<file path="src/rtl/gray_counter_ctrl.sv">
// Run/pause/step controller for a 4-bit up/down counter: debounced pushbuttons
// drive a small FSM, a prescaler paces RUN ticks, and pos shadows the counter.

module gray_counter_debounce #(
  parameter int DEBOUNCE = 1
) (
  input  logic clk,
  input  logic rst,
  input  logic raw,
  output logic press
);
  localparam int CW = (DEBOUNCE > 1) ? $clog2(DEBOUNCE) : 1;

  logic [1:0]    sync;
  logic          level;
  logic [CW-1:0] cnt;

  // level flips on the DEBOUNCE-th consecutive differing sample; a 0->1 flip
  // is registered as the press pulse in the same edge
  always_ff @(posedge clk) begin
    if (rst) begin
      sync  <= '0;
      level <= 1'b0;
      cnt   <= '0;
      press <= 1'b0;
    end else begin
      sync  <= {sync[0], raw};
      press <= 1'b0;
      if (sync[1] == level) begin
        cnt <= '0;
      end else if (cnt == CW'(DEBOUNCE - 1)) begin
        level <= sync[1];
        press <= sync[1];
        cnt   <= '0;
      end else begin
        cnt <= cnt + 1'b1;
      end
    end
  end
endmodule

module gray_counter_ctrl #(
  parameter int LIMIT    = 100000000,
  parameter int DEBOUNCE = 1000000
) (
  input  logic       clk,
  input  logic       rst,
  input  logic       btn_start,
  input  logic       btn_stop,
  input  logic       btn_step,
  input  logic       sw_dir,
  output logic       tick,
  output logic       up_down,
  output logic [1:0] state,
  output logic       wrap,
  output logic [3:0] pos
);
  localparam int NUM_BTN = 3;
  localparam int PW      = $clog2(LIMIT);

  typedef enum logic [1:0] {
    IDLE  = 2'b00,
    RUN   = 2'b01,
    PAUSE = 2'b10,
    STEP  = 2'b11
  } state_t;

  logic [NUM_BTN-1:0] btn_raw;
  logic [NUM_BTN-1:0] btn_press;
  logic               p_stop, p_start, p_step;
  logic [1:0]         dir_sync;
  logic [PW-1:0]      pcnt;
  state_t             st;

  assign btn_raw = {btn_step, btn_start, btn_stop};
  assign p_stop  = btn_press[0];
  assign p_start = btn_press[1];
  assign p_step  = btn_press[2];
  assign state   = st;

  for (genvar g = 0; g < NUM_BTN; g++) begin : g_btn
    gray_counter_debounce #(.DEBOUNCE(DEBOUNCE)) u_db (
      .clk   (clk),
      .rst   (rst),
      .raw   (btn_raw[g]),
      .press (btn_press[g])
    );
  end

  // stop outranks start outranks step; a stop in a tick-scheduled RUN cycle
  // still lets that tick out because the prescaler runs for the whole cycle
  always_ff @(posedge clk) begin
    if (rst) begin
      st   <= IDLE;
      pcnt <= '0;
      tick <= 1'b0;
    end else begin
      tick <= 1'b0;
      if (st == RUN) begin
        if (pcnt == PW'(LIMIT - 1)) begin
          pcnt <= '0;
          tick <= 1'b1;
        end else begin
          pcnt <= pcnt + 1'b1;
        end
      end
      if (st == STEP) tick <= 1'b1;
      unique case (st)
        IDLE: begin
          if (p_stop)       st <= IDLE;
          else if (p_start) st <= RUN;
          else if (p_step)  st <= STEP;
        end
        RUN: begin
          if (p_stop) st <= PAUSE;
        end
        PAUSE: begin
          if (p_stop) begin
            st   <= IDLE;
            pcnt <= '0;
          end else if (p_start) begin
            st <= RUN;
          end else if (p_step) begin
            st <= STEP;
          end
        end
        STEP: st <= PAUSE;
      endcase
    end
  end

  // direction is frozen while tick is high so the step it governs is the one
  // the datapath sees
  always_ff @(posedge clk) begin
    if (rst) begin
      dir_sync <= '0;
      up_down  <= 1'b1;
      pos      <= '0;
      wrap     <= 1'b0;
    end else begin
      dir_sync <= {dir_sync[0], sw_dir};
      if (!tick) up_down <= dir_sync[1];
      wrap <= 1'b0;
      if (tick) begin
        pos  <= up_down ? pos + 4'd1 : pos - 4'd1;
        wrap <= up_down ? (pos == 4'hF) : (pos == 4'h0);
      end
    end
  end
endmodule

</file>
<file path="config.mk">
export PLATFORM = sky130hd
export DESIGN_NAME = gray_counter_ctrl
export DESIGN_NICKNAME = d
export VERILOG_FILES = /design/src/rtl/gray_counter_ctrl.sv
export SDC_FILE = /design/constraint.sdc
export NUM_CORES = 1
export LEC_CHECK = 0
export ABC_AREA = 1
export ABC_CLOCK_PERIOD_IN_PS = 1800
export CAP_MARGIN = 10
export CORE_UTILIZATION = 32
export DETAILED_ROUTE_END_ITERATION = 6
export DONT_BUFFER_PORTS = 1
export PLACE_DENSITY = 0.43
export SLEW_MARGIN = 20
export SYNTH_ARGS = -nofsm -noshare
export SYNTH_HDL_FRONTEND = slang
export SYNTH_SLANG_ARGS = --single-unit
</file>
<file path="constraint.sdc">
create_clock -name clk -period 1.8 [get_ports clk]
set_input_delay 0.18 -clock clk [delete_from_list [all_inputs] [get_ports clk]]
set_output_delay 0.18 -clock clk [all_outputs]
set_load 0.005 [all_outputs]
</file>
==> summary.txt, run 1 <==
Status
  • Status: completed

Clock tree
  • Maximum number of buffers from clock root to sink: 2
  • Clock-pin slew reported for the worst setup and hold paths after clock tree synthesis: approximately 0.070 ns
  • Clock latency of the later-clocked register in the worst-skew pair: 0.36 ns
  • Total clock buffers created by CTS: 9
  • Max H-tree Level: 3
  • TritonCTS clock tree: done
  • Root buffer selected by CTS: sky130_fd_sc_hd__clkbuf_16
  • Number of setup buffers added after CTS: 0
  • Clk sink count: 110

Timing
  • Worst slew margin: a little under two thirds
  • Total count of hold-check failures in the final report: 0
  • RSZ-0062 raised after global routing: false
  • Max Slew Vio Count: 0
  • Transition at the pin with the smallest max-transition slack: ~0.55 ns
  • Final setup viols: 0
  • Setup TNS: 0 ns
  • Maximum clock skew at final layout: about 0.008 ns
  • Maximum clock rate: around 0.63 GHz
  • Clock period minus final worst setup slack: 1.58 ns
  • Final worst-path setup slack: between 0.2 and 0.25 ns
  • Ratio of final minimum period to clock period: slightly below 90%

Synthesis
  • Seq/Total Area, Yosys: 39.7%
  • Synth top area share: ~40%
  • Mux share of post-synthesis cell area: less than 1%
  • Top cell type by total area after synthesis: sky130_fd_sc_hd__dfxtp_1
  • Mapped Nets: between 800 and 900
  • Number of synthesized register bits: 110
  • Number of instances in the synthesized netlist: roughly 820
  • Dominant register cell in the synthesized netlist: sky130_fd_sc_hd__dfxtp_1
  • Synthesized-area fraction occupied by and/or/nand/nor cells: 39.2%
  • Largest family of logic cells by synthesized area: simple AND/OR/NAND/NOR gates
  • Area share of fa/ha/maj cells after synthesis: 1.71%
  • Xor and xnor fraction of the mapped netlist area: between 7 and 8%
  • Fraction of registers with async set/reset: 0%
  • Number of different library cells in the post-synthesis netlist: 34
  • Average footprint of a synthesized cell: just under 7 um2
  • Total number of yosys warnings: 0
  • Compound-gate portion of the synthesized area: under 10%
  • Largest cells by area after synthesis: sky130_fd_sc_hd__dfxtp_1, sky130_fd_sc_hd__nor2_1, sky130_fd_sc_hd__nand2_1
  • EDFF count, synth: 0
  • Synth Cell Area: between 5000 and 6000 um2

Global route
  • Number of antenna violations at the first check in global routing: 0
  • Via count of the first global-routing pass: about 4,600
  • Wire length of the first global-routing pass: approximately 22,000 um
  • GRT Overall Usage: 15.2%
  • Largest net degree at the start of global routing: 24
  • Final global-route overflow total: 0

Power and ir drop
  • Power density over the cells: roughly 730 nW/um2
  • Worst-case vdd ir drop: 0.534 mV
  • Final Total Pwr: 4.49 mW
  • Reported leakage power: a little over 2 nW

Worst setup path
  • Required time reported for the critical path endpoint: 2.04 ns
  • Crit Reg-Reg Startpoint: pcnt[0]
  • Endpoint kind of the worst setup timing path: flop
  • Setup slack of the worst register-to-register path: 0.22 ns
  • Critical Path AT: about 1.8 ns
  • Kind of start point of the critical path: flop
  • Max Fanout on Critical Path: 23
  • Crit path from: pcnt[0]
  • Crit Path Category: reg -> reg

Floorplan
  • Area inside the core boundary: about 17,000 um2
  • Number of top-level pins: 15
  • Overall die height: about 130 um
  • Number of placement rows: 47
  • DIE AREA: around 18,000 um2
  • Initial core utilization: 33.1%
  • Chip Width: approximately 130 um

Placement
  • Estimated wirelength of the detail-placed design: roughly 9500 um
  • Cell area after placement: between 5000 and 6000 um2
  • GP Congestion: between 0.8 and 0.9
  • Worst slack at placement: between 0.15 and 0.2 ns
  • Port Buffer Count: 0

Detailed routing
  • Vias after detailed routing: approximately 4,900
  • Avg Vias per Cell: 4.67
  • Met2 wirelength from detailed routing: 5700 um
  • Routed length on met1: 6510 um
  • Detailed-route wire length: between 10,000 and 15,000 um
  • DR WL met3: roughly 380 um
  • Remaining routing DRC violations: 0
  • Top Layer Used: met4
  • Routed length per instance: between 10 and 15 um
  • Remaining antenna violation count after routing: 0
  • Detailed Routing Iterations Pass 1: 5
  • DRT iter0 DRCs: about 260

Finish
  • Share of the core filled with cells in the final layout: a little under two fifths
  • Antenna diode count: 0
  • Number of filler cells placed in the layout: 1,796
  • Area growth, synth to finish: 11.3%
  • Share of post-route cells with drive strength above 1: approximately 5.5%
  • Most common cell after layout, fill and taps aside: sky130_fd_sc_hd__nor2_1
  • Final standard cell area without fillers: 6180 um2
  • Final-stage net count: approximately 850
  • Leading cell types in the layout, fill and taps excluded: sky130_fd_sc_hd__nor2_1, sky130_fd_sc_hd__nand2_1, sky130_fd_sc_hd__dfxtp_1, sky130_fd_sc_hd__inv_1, sky130_fd_sc_hd__nand3_1

Job
  • Max Cap Viol: 0

Hold path
  • Start point of the worst hold path: rst
  • HP Class: in -> reg
[per-layer routing]
metal | track usage (%) | up-vias
li1 | - | 2618
met1 | 19.8 | 2240
met2 | 24.6 | 59
met3 | 3.42 | 18
met4 | 4.92 | 0
met5 | 0 | -
[critical path, cell delays in order (launching register included)]
cell and delay (ns):
sky130_fd_sc_hd__dfxtp_1 0.39, sky130_fd_sc_hd__ha_1 0.21, sky130_fd_sc_hd__nand2_1 0.09, sky130_fd_sc_hd__nor2_1 0.12
sky130_fd_sc_hd__nand3_1 0.09, sky130_fd_sc_hd__nor2_2 0.12, sky130_fd_sc_hd__nand2_2 0.09, sky130_fd_sc_hd__nand2_4 0.25
sky130_fd_sc_hd__nor2_1 0.09
[registers in the layout, indices dropped and copies added, names as in the netlist]
| name | cells |
|---|---|
| g_btn.u_db.sync | 6 |
| up_down | 1 |
| g_btn.u_db.level | 3 |
| pcnt | 27 |
| dir_sync | 2 |
| tick | 1 |
| wrap | 1 |
| g_btn.u_db.press | 3 |
| pos | 4 |
| state | 2 |
| g_btn.u_db.cnt | 60 |
[power by group]
part	internal, mW	switching (mW)
clock network	0.997	0.971
logic	0.0267	0.0485
registers	2.44	0.00733
[synthesized netlist by cell type, drive strengths merged (2+ instances only)]
library cell  count
nand3b            4
nand2           178
inv              85
or2               5
nand4            21
o22ai             2
ha                6
buf               9
dfxtp           110
nand3            66
and2              2
nor3             19
o21ai             9
o211ai            2
nor4              2
xor2             33
clkbuf            2
xnor2            17
a21oi            30
nor2            210
[metrics by stage]
step / hold WS, ns / cells
3_5_place_dp: 0.259 / 1036
2_1_floorplan: 0.257 / 817
3_3_place_gp: 0.259 / 1036
6_report: 0.0396 / 1057
5_1_grt: 0.0549 / 1057
4_1_cts: 0.0325 / 1057
[timing repair]
| action | 4_1_cts | 5_1_grt |
|---|---|---|
| endpoints found under the setup margin | 0 | 15 |
| hold endpoints to repair | 12 | 0 |
| hold buffers | 5 | 0 |
| gates resized for setup | 0 | 2 |
[final cells by class]
type / instances / area [um2] / area share [%]
clock inverters: 5 / 42.5 / 0.689
multi-input cells: 611 / 2970 / 48.0
clock buffers: 11 / 243 / 3.93
repair buffers: 15 / 129 / 2.09
inverters: 85 / 319 / 5.17
flip-flops and latches: 110 / 2200 / 35.7
well taps: 220 / 275 / 4.46
[kinds of logic after synthesis]
logic type               Yosys count
adder cells (fa/ha/maj)            7
XOR/XNOR                          50
AND/OR/NAND/NOR                  507
buffers and inverters             96
multiplexers                       1
AO/OA/AOI/OAI                     46
flip-flops                       110
[worst paths after layout]
kind,depth (start not counted),to
max reg2reg,8,pcnt[22]
min reg2reg,2,g_btn[1].u_db.sync[1]
min,3,g_btn[0].u_db.press
max,8,pcnt[22]
No activity file was read; power rests on OpenSTA's default activity.
==> run 2, diff against run 1 <==
--- a/config.mk
+++ b/config.mk
@@ -5,7 +5,6 @@
 export SDC_FILE = /design/constraint.sdc
 export NUM_CORES = 1
 export LEC_CHECK = 0
-export ABC_AREA = 1
 export ABC_CLOCK_PERIOD_IN_PS = 1800
 export CAP_MARGIN = 10
 export CORE_UTILIZATION = 32
==> run 2 against run 1 <==
Combinational power rose by 14%. Maximum frequency fell by 10%. Largest power group unchanged. Largest cell class unchanged. Sequential share of layout area rose by 1.4 points. Critical path depth fell by 3. Highest routed layer unchanged. Clock power rose by 4%.
==> summary.txt, run 2 <==
Global route
  • Largest net degree at the start of global routing: 23
  • Final global-route overflow total: 0
  • Via count of the first global-routing pass: between 3,000 and 4,000
  • GRT Overall Usage: between 10% and 20%
  • Number of antenna violations at the first check in global routing: 0
  • Wire length of the first global-routing pass: roughly 19,000 um

Finish
  • Leading cell types in the layout, fill and taps excluded: sky130_fd_sc_hd__dfxtp_1, sky130_fd_sc_hd__nor2_1, sky130_fd_sc_hd__buf_4, sky130_fd_sc_hd__a21oi_1, sky130_fd_sc_hd__nand2_1
  • Share of post-route cells with drive strength above 1: 14.8%
  • Non-filler instance count after layout: ~820
  • Final-stage net count: between 600 and 700
  • Register name with the most flops: g_btn.u_db.cnt
  • Area taken by multi-input logic gates: approximately 2700 um2
  • Number of flip-flops under the largest register name: 60
  • Area of all sequential standard cells: between 2000 and 2500 um2
  • Area growth, synth to finish: 20.4%
  • Most common cell after layout, fill and taps aside: sky130_fd_sc_hd__dfxtp_1
  • Share of the core filled with cells in the final layout: 39.3%
  • Number of filler cells placed in the layout: about 1,500
  • Leading registers by flop count: g_btn.u_db.cnt (60), pcnt (27), g_btn.u_db.sync (6)
  • Antenna diode count: 0

Timing
  • Worst slew margin: about two fifths
  • Post-Route Hold Slack: 0.0579 ns
  • Total count of hold-check failures in the final report: 0
  • Ratio of final minimum period to clock period: between 90% and 100%
  • Final setup viols: 0
  • Maximum clock skew at final layout: roughly 0.0054 ns
  • Clock period minus final worst setup slack: 1.75 ns
  • Max Slew Vio Count: 0
  • Maximum clock rate: approximately 0.57 GHz
  • Transition at the pin with the smallest max-transition slack: 0.887 ns
  • Final worst-path setup slack: between 0.04 and 0.05 ns

Floorplan
  • Chip Width: about 130 um
  • Overall die height: ~130 um
  • Initial core utilization: between 30% and 40%
  • Number of top-level pins: 15
  • Area inside the core boundary: between 15,000 and 20,000 um2
  • Number of placement rows: between 40 and 50
  • DIE AREA: 15,900 um2

Synthesis
  • Mapped Nets: approximately 580
  • Synth Cell Area: 4940 um2
  • Total number of yosys warnings: 0
  • Average footprint of a synthesized cell: around 8.7 um2
  • Dominant register cell in the synthesized netlist: sky130_fd_sc_hd__dfxtp_1
  • EDFF count, synth: 0
  • Largest cells by area after synthesis: sky130_fd_sc_hd__dfxtp_1, sky130_fd_sc_hd__nor2_1, sky130_fd_sc_hd__xor2_1
  • Top cell type by total area after synthesis: sky130_fd_sc_hd__dfxtp_1
  • Number of different library cells in the post-synthesis netlist: 47
  • Top cells by instance count after synthesis: sky130_fd_sc_hd__dfxtp_1, sky130_fd_sc_hd__nor2_1, sky130_fd_sc_hd__a21oi_1, sky130_fd_sc_hd__nand2_1, sky130_fd_sc_hd__nand3_1
  • Fraction of registers with async set/reset: 0%
  • Synth top area share: 44.6%
  • Most instantiated library cell after synthesis: sky130_fd_sc_hd__dfxtp_1
  • Number of synthesized register bits: 110
  • Number of instances in the synthesized netlist: between 500 and 600
  • Seq/Total Area, Yosys: ~45%

Job
  • Max Cap Viol: 0

Placement
  • Worst slack at placement: a little under 0.02 ns
  • Count of placed standard cells including taps: slightly below 800
  • GP Congestion: about 0.72
  • Port Buffer Count: 0
  • Estimated wirelength of the detail-placed design: between 7000 and 8000 um

Detailed routing
  • Remaining antenna violation count after routing: 0
  • Detailed-route wire length: 11,200 um
  • Avg Vias per Cell: between 5 and 6
  • Routed length per instance: around 14 um
  • Detailed Routing Iterations Pass 1: 4
  • Remaining routing DRC violations: 0
  • DRT iter0 DRCs: about 150
  • Vias after detailed routing: between 4,000 and 5,000

Status
  • Status: completed

Clock tree
  • Clock latency of the later-clocked register in the worst-skew pair: around 0.35 ns
  • Clock-pin slew reported for the worst setup and hold paths after clock tree synthesis: 0.07 ns
  • Total clock buffers created by CTS: 9
  • Clk sink count: 110
  • Max H-tree Level: 3
  • Maximum number of buffers from clock root to sink: 2
  • TritonCTS clock tree: done
  • Root buffer selected by CTS: sky130_fd_sc_hd__clkbuf_16

Power and ir drop
  • Power density over the cells: about 770 nW/um2
  • Final Total Pwr: 4.58 mW
  • Reported leakage power: around 2 nW
  • Worst-case vdd ir drop: approximately 0.53 mV

Worst setup path
  • Kind of start point of the critical path: flop
  • Endpoint kind of the worst setup timing path: flop
  • Max Fanout on Critical Path: 15
  • Required time reported for the critical path endpoint: 2.05 ns
  • Crit Path Category: reg -> reg
  • Critical Path AT: ~2 ns

Hold path
  • HP Class: in -> reg
run 2: logic make-up (layout without fill, tap and decap cells):
kind of cell    after synthesis  after routing  share of synthesized area [%]
simple gates                276            276                           30.6
compound gates               90             90                           10.7
buf+inv                      33             93                           2.68
flops                       110            110                           44.6
xor+xnor                     49             49                           8.69
fa+ha+maj                     7              7                           1.92
mux                           4              4                          0.836
run 2: what timing repair did:
item                                   4_1_cts  5_1_grt
gates resized for setup                      0       17
endpoints found under the hold margin       22        0
setup endpoints to repair                    0       46
setup buffers                                0        2
hold buffers                                 5        0
run 2: critical path: stages, from the launching register on:
cell	delay, ns
sky130_fd_sc_hd__dfxtp_1	0.42
sky130_fd_sc_hd__and4b_2	0.31
sky130_fd_sc_hd__nand3_1	0.16
sky130_fd_sc_hd__o31ai_4	0.36
sky130_fd_sc_hd__buf_6	0.21
sky130_fd_sc_hd__o21ba_2	0.17
run 2: through the flow:
step,instance area (um2),TNS [ns]
floorplan,4940,0
global placement,5520,0
detailed placement,5520,0
CTS,5870,0
global route,5950,-0.0571
finish,5950,0
run 2: layout make-up:
cell class                 instances  area share [%]
clock inverter                     5           0.989
inverter                          13           0.820
clock buffer                      11            4.08
tap                              188            3.95
multi-input combinational        426            44.6
sequential                       110            37.1
timing repair buffer              64            8.52
run 2: power breakdown:
part	leakage, nW	internal [mW]	switching [mW]
Combinational	0.966	0.0377	0.0480
Clock	0.142	1.12	0.924
Sequential	0.889	2.44	0.00520
Total	2.00	3.60	0.977
run 2: layer usage:
metal | up-vias | track usage [%] | share of wire (%)
met5 | - | 0 | 0
met4 | 0 | 4.25 | 1.1
met3 | 11 | 4.29 | 3.7
met2 | 44 | 24.7 | 48
met1 | 1968 | 18.1 | 47
li1 | 2159 | - | -
run 2: path summary, 6_finish.rpt:
path                    startpoint                     to  slack (ns)  cells past startpoint
min                            rst                 pos[3]        0.06                      2
min reg2reg  g_btn[1].u_db.sync[0]  g_btn[1].u_db.sync[1]        0.44                      1
max                       state[0]               pcnt[25]        0.05                      5
max reg2reg               state[0]               pcnt[25]        0.05                      5
==> run 3, diff against run 2 <==
--- a/config.mk
+++ b/config.mk
@@ -7,10 +7,10 @@
 export LEC_CHECK = 0
 export ABC_CLOCK_PERIOD_IN_PS = 1800
 export CAP_MARGIN = 10
-export CORE_UTILIZATION = 32
+export CORE_UTILIZATION = 43
 export DETAILED_ROUTE_END_ITERATION = 6
 export DONT_BUFFER_PORTS = 1
-export PLACE_DENSITY = 0.43
+export PLACE_DENSITY = 0.55
 export SLEW_MARGIN = 20
 export SYNTH_ARGS = -nofsm -noshare
 export SYNTH_HDL_FRONTEND = slang
==> run 3 against run 2 <==
First-iteration DRC count up 34%. Sequential share of layout area increased by 0.35 points. Critical endpoint is now g_btn[1].u_db.cnt[13]. Highest routed layer unchanged. Clock skew grew 0.0030 ns.
==> summary.txt, run 3 (synthesis gave the netlist of run 2 again) <==
Finish
  • Area taken by multi-input logic gates: ~2700 um2
  • Number of flip-flops under the largest register name: 60
  • Most common cell after layout, fill and taps aside: sky130_fd_sc_hd__dfxtp_1
  • Non-filler instance count after layout: about 770
  • Share of post-route cells with drive strength above 1: approximately 16%
  • Number of filler cells placed in the layout: 1,039
  • Leading cell types in the layout, fill and taps excluded: sky130_fd_sc_hd__dfxtp_1, sky130_fd_sc_hd__nor2_1, sky130_fd_sc_hd__buf_4, sky130_fd_sc_hd__a21oi_1, sky130_fd_sc_hd__nand2_1
  • Area growth, synth to finish: 19.5%
  • Final-stage net count: approximately 640
  • Antenna diode count: 0
  • Leading registers by flop count: g_btn.u_db.cnt (60), pcnt (27), g_btn.u_db.sync (6)
  • Area of all sequential standard cells: roughly 2200 um2
  • Register name with the most flops: g_btn.u_db.cnt

Floorplan
  • Area inside the core boundary: ~11,000 um2
  • Chip Width: 109 um
  • Number of top-level pins: 15
  • Overall die height: around 110 um
  • Number of placement rows: 38
  • Initial core utilization: 44.8%
  • DIE AREA: 11,900 um2

Worst setup path
  • Required time reported for the critical path endpoint: approximately 2.1 ns
  • Crit path from: g_btn[1].u_db.cnt[6]
  • Crit Reg-Reg Startpoint: g_btn[1].u_db.cnt[6]
  • Endpoint kind of the worst setup timing path: flop
  • Critical Path AT: approximately 2 ns
  • Max Fanout on Critical Path: 6
  • Crit Path Category: reg -> reg
  • Kind of start point of the critical path: flop

Placement
  • GP Congestion: roughly 0.80
  • Port Buffer Count: 0
  • Worst slack at placement: -0.0246 ns
  • Estimated wirelength of the detail-placed design: between 7000 and 8000 um
  • Count of placed standard cells including taps: 747

Timing
  • Transition at the pin with the smallest max-transition slack: between 0.8 and 0.9 ns
  • Final setup viols: 0
  • Maximum clock rate: about 0.6 GHz
  • RSZ-0062 raised after global routing: false
  • Clock period minus final worst setup slack: between 1.5 and 2 ns
  • Maximum clock skew at final layout: 0.00837 ns
  • Total count of hold-check failures in the final report: 0
  • Worst slew margin: between 40 and 50%
  • Max Slew Vio Count: 0
  • Final worst-path setup slack: about 0.096 ns
  • Ratio of final minimum period to clock period: between 90% and 100%

Hold path
  • HP Class: in -> reg
  • Start point of the worst hold path: rst

Clock tree
  • Max H-tree Level: 3
  • TritonCTS clock tree: done
  • Total clock buffers created by CTS: 9
  • Root buffer selected by CTS: sky130_fd_sc_hd__clkbuf_16
  • Clock latency of the later-clocked register in the worst-skew pair: 0.36 ns
  • Clock-pin slew reported for the worst setup and hold paths after clock tree synthesis: 0.07 ns
  • Maximum number of buffers from clock root to sink: 2
  • Clk sink count: 110

Detailed routing
  • DRT iter0 DRCs: between 200 and 250
  • Remaining antenna violation count after routing: 0
  • Remaining routing DRC violations: 0
  • Avg Vias per Cell: approximately 5.4
  • Detailed Routing Iterations Pass 1: 5
  • Vias after detailed routing: approximately 4,200
  • Detailed-route wire length: between 10,000 and 15,000 um
  • Routed length per instance: approximately 14 um

Power and ir drop
  • Power density over the cells: 769 nW/um2
  • Reported leakage power: 2.01 nW
  • Worst-case vdd ir drop: 0.678 mV

Global route
  • Number of antenna violations at the first check in global routing: 0
  • Via count of the first global-routing pass: about 3,900
  • Largest net degree at the start of global routing: 28
  • GRT Overall Usage: 19.3%
  • Final global-route overflow total: 0
  • Wire length of the first global-routing pass: approximately 18,000 um

Status
  • Status: completed

Job
  • Max Cap Viol: 0
## run 3: cell types whose count changed in the layout (fill, tap and decap cells not counted), sizes merged
cell          delta
dlygate4sd3      +1
dlymetal6s4s     -1
clkinv           -1
clkbuf           +1
clkinvlp         -2
buf              +2
inv              +2
## run 3: where the power goes
part / internal, mW / total [mW] / switching, mW
Clock: 1.13 / 2.02 / 0.889
Combinational: 0.0342 / 0.0796 / 0.0454
Sequential: 2.44 / 2.45 / 0.00493
## run 3: per-layer routing
layer	routed length, um	vias up	share of wire [%]	GRT usage [%]
met5	0	-	0	0
met4	169	0	1.6	7.14
met3	296	12	2.8	4.42
met2	5010	39	48	32.6
met1	5060	1982	48	24.0
li1	-	2156	-	-
## run 3: final timing paths
kind	cells after the start	slack, ns	to
setup / recovery	5	0.1	g_btn[1].u_db.cnt[13]
hold / removal	2	0.06	g_btn[0].u_db.cnt[1]
setup reg to reg	5	0.1	g_btn[1].u_db.cnt[13]
hold reg to reg	1	0.41	g_btn[1].u_db.cnt[0]
## run 3: worst max-delay path, stage by stage (launching register included)
cell and delay [ns]:
sky130_fd_sc_hd__dfxtp_1 0.34, sky130_fd_sc_hd__nand4_2 0.11, sky130_fd_sc_hd__or4_4 0.59, sky130_fd_sc_hd__buf_4 0.17, sky130_fd_sc_hd__or3_1 0.30, sky130_fd_sc_hd__a21oi_1 0.13
## run 3: final cells by class
type	instances	area share [%]
sequential	110	37.4
inverter	13	0.826
multi-input combinational	426	44.9
clock inverter	4	0.890
clock buffer	12	4.17
timing repair buffer	66	8.81
tap	140	2.97
## run 3: metrics by stage
stage / hold slack, ns / TNS (ns) / cell area (um2) / total power [mW] / utilization [%]
finish: 0.0575 / 0 / 5910 / 4.54 / 53.5
global route: 0.0580 / 0 / 5910 / 4.71 / 53.5
CTS: 0.0322 / 0 / 5830 / 4.62 / 52.9
detailed placement: 0.255 / -0.0246 / 5480 / 2.57 / 49.7
global placement: 0.256 / 0 / 5480 / 2.57 / 49.7
floorplan: 0.308 / 0 / 4940 / 2.55 / -
## run 3: timing repair
item	4_1_cts	5_1_grt
hold buffers	5	0
pin swaps	0	4
resized for setup	1	19
setup buffers	0	3
endpoints found under the setup margin	2	30
endpoints found under the hold margin	22	0
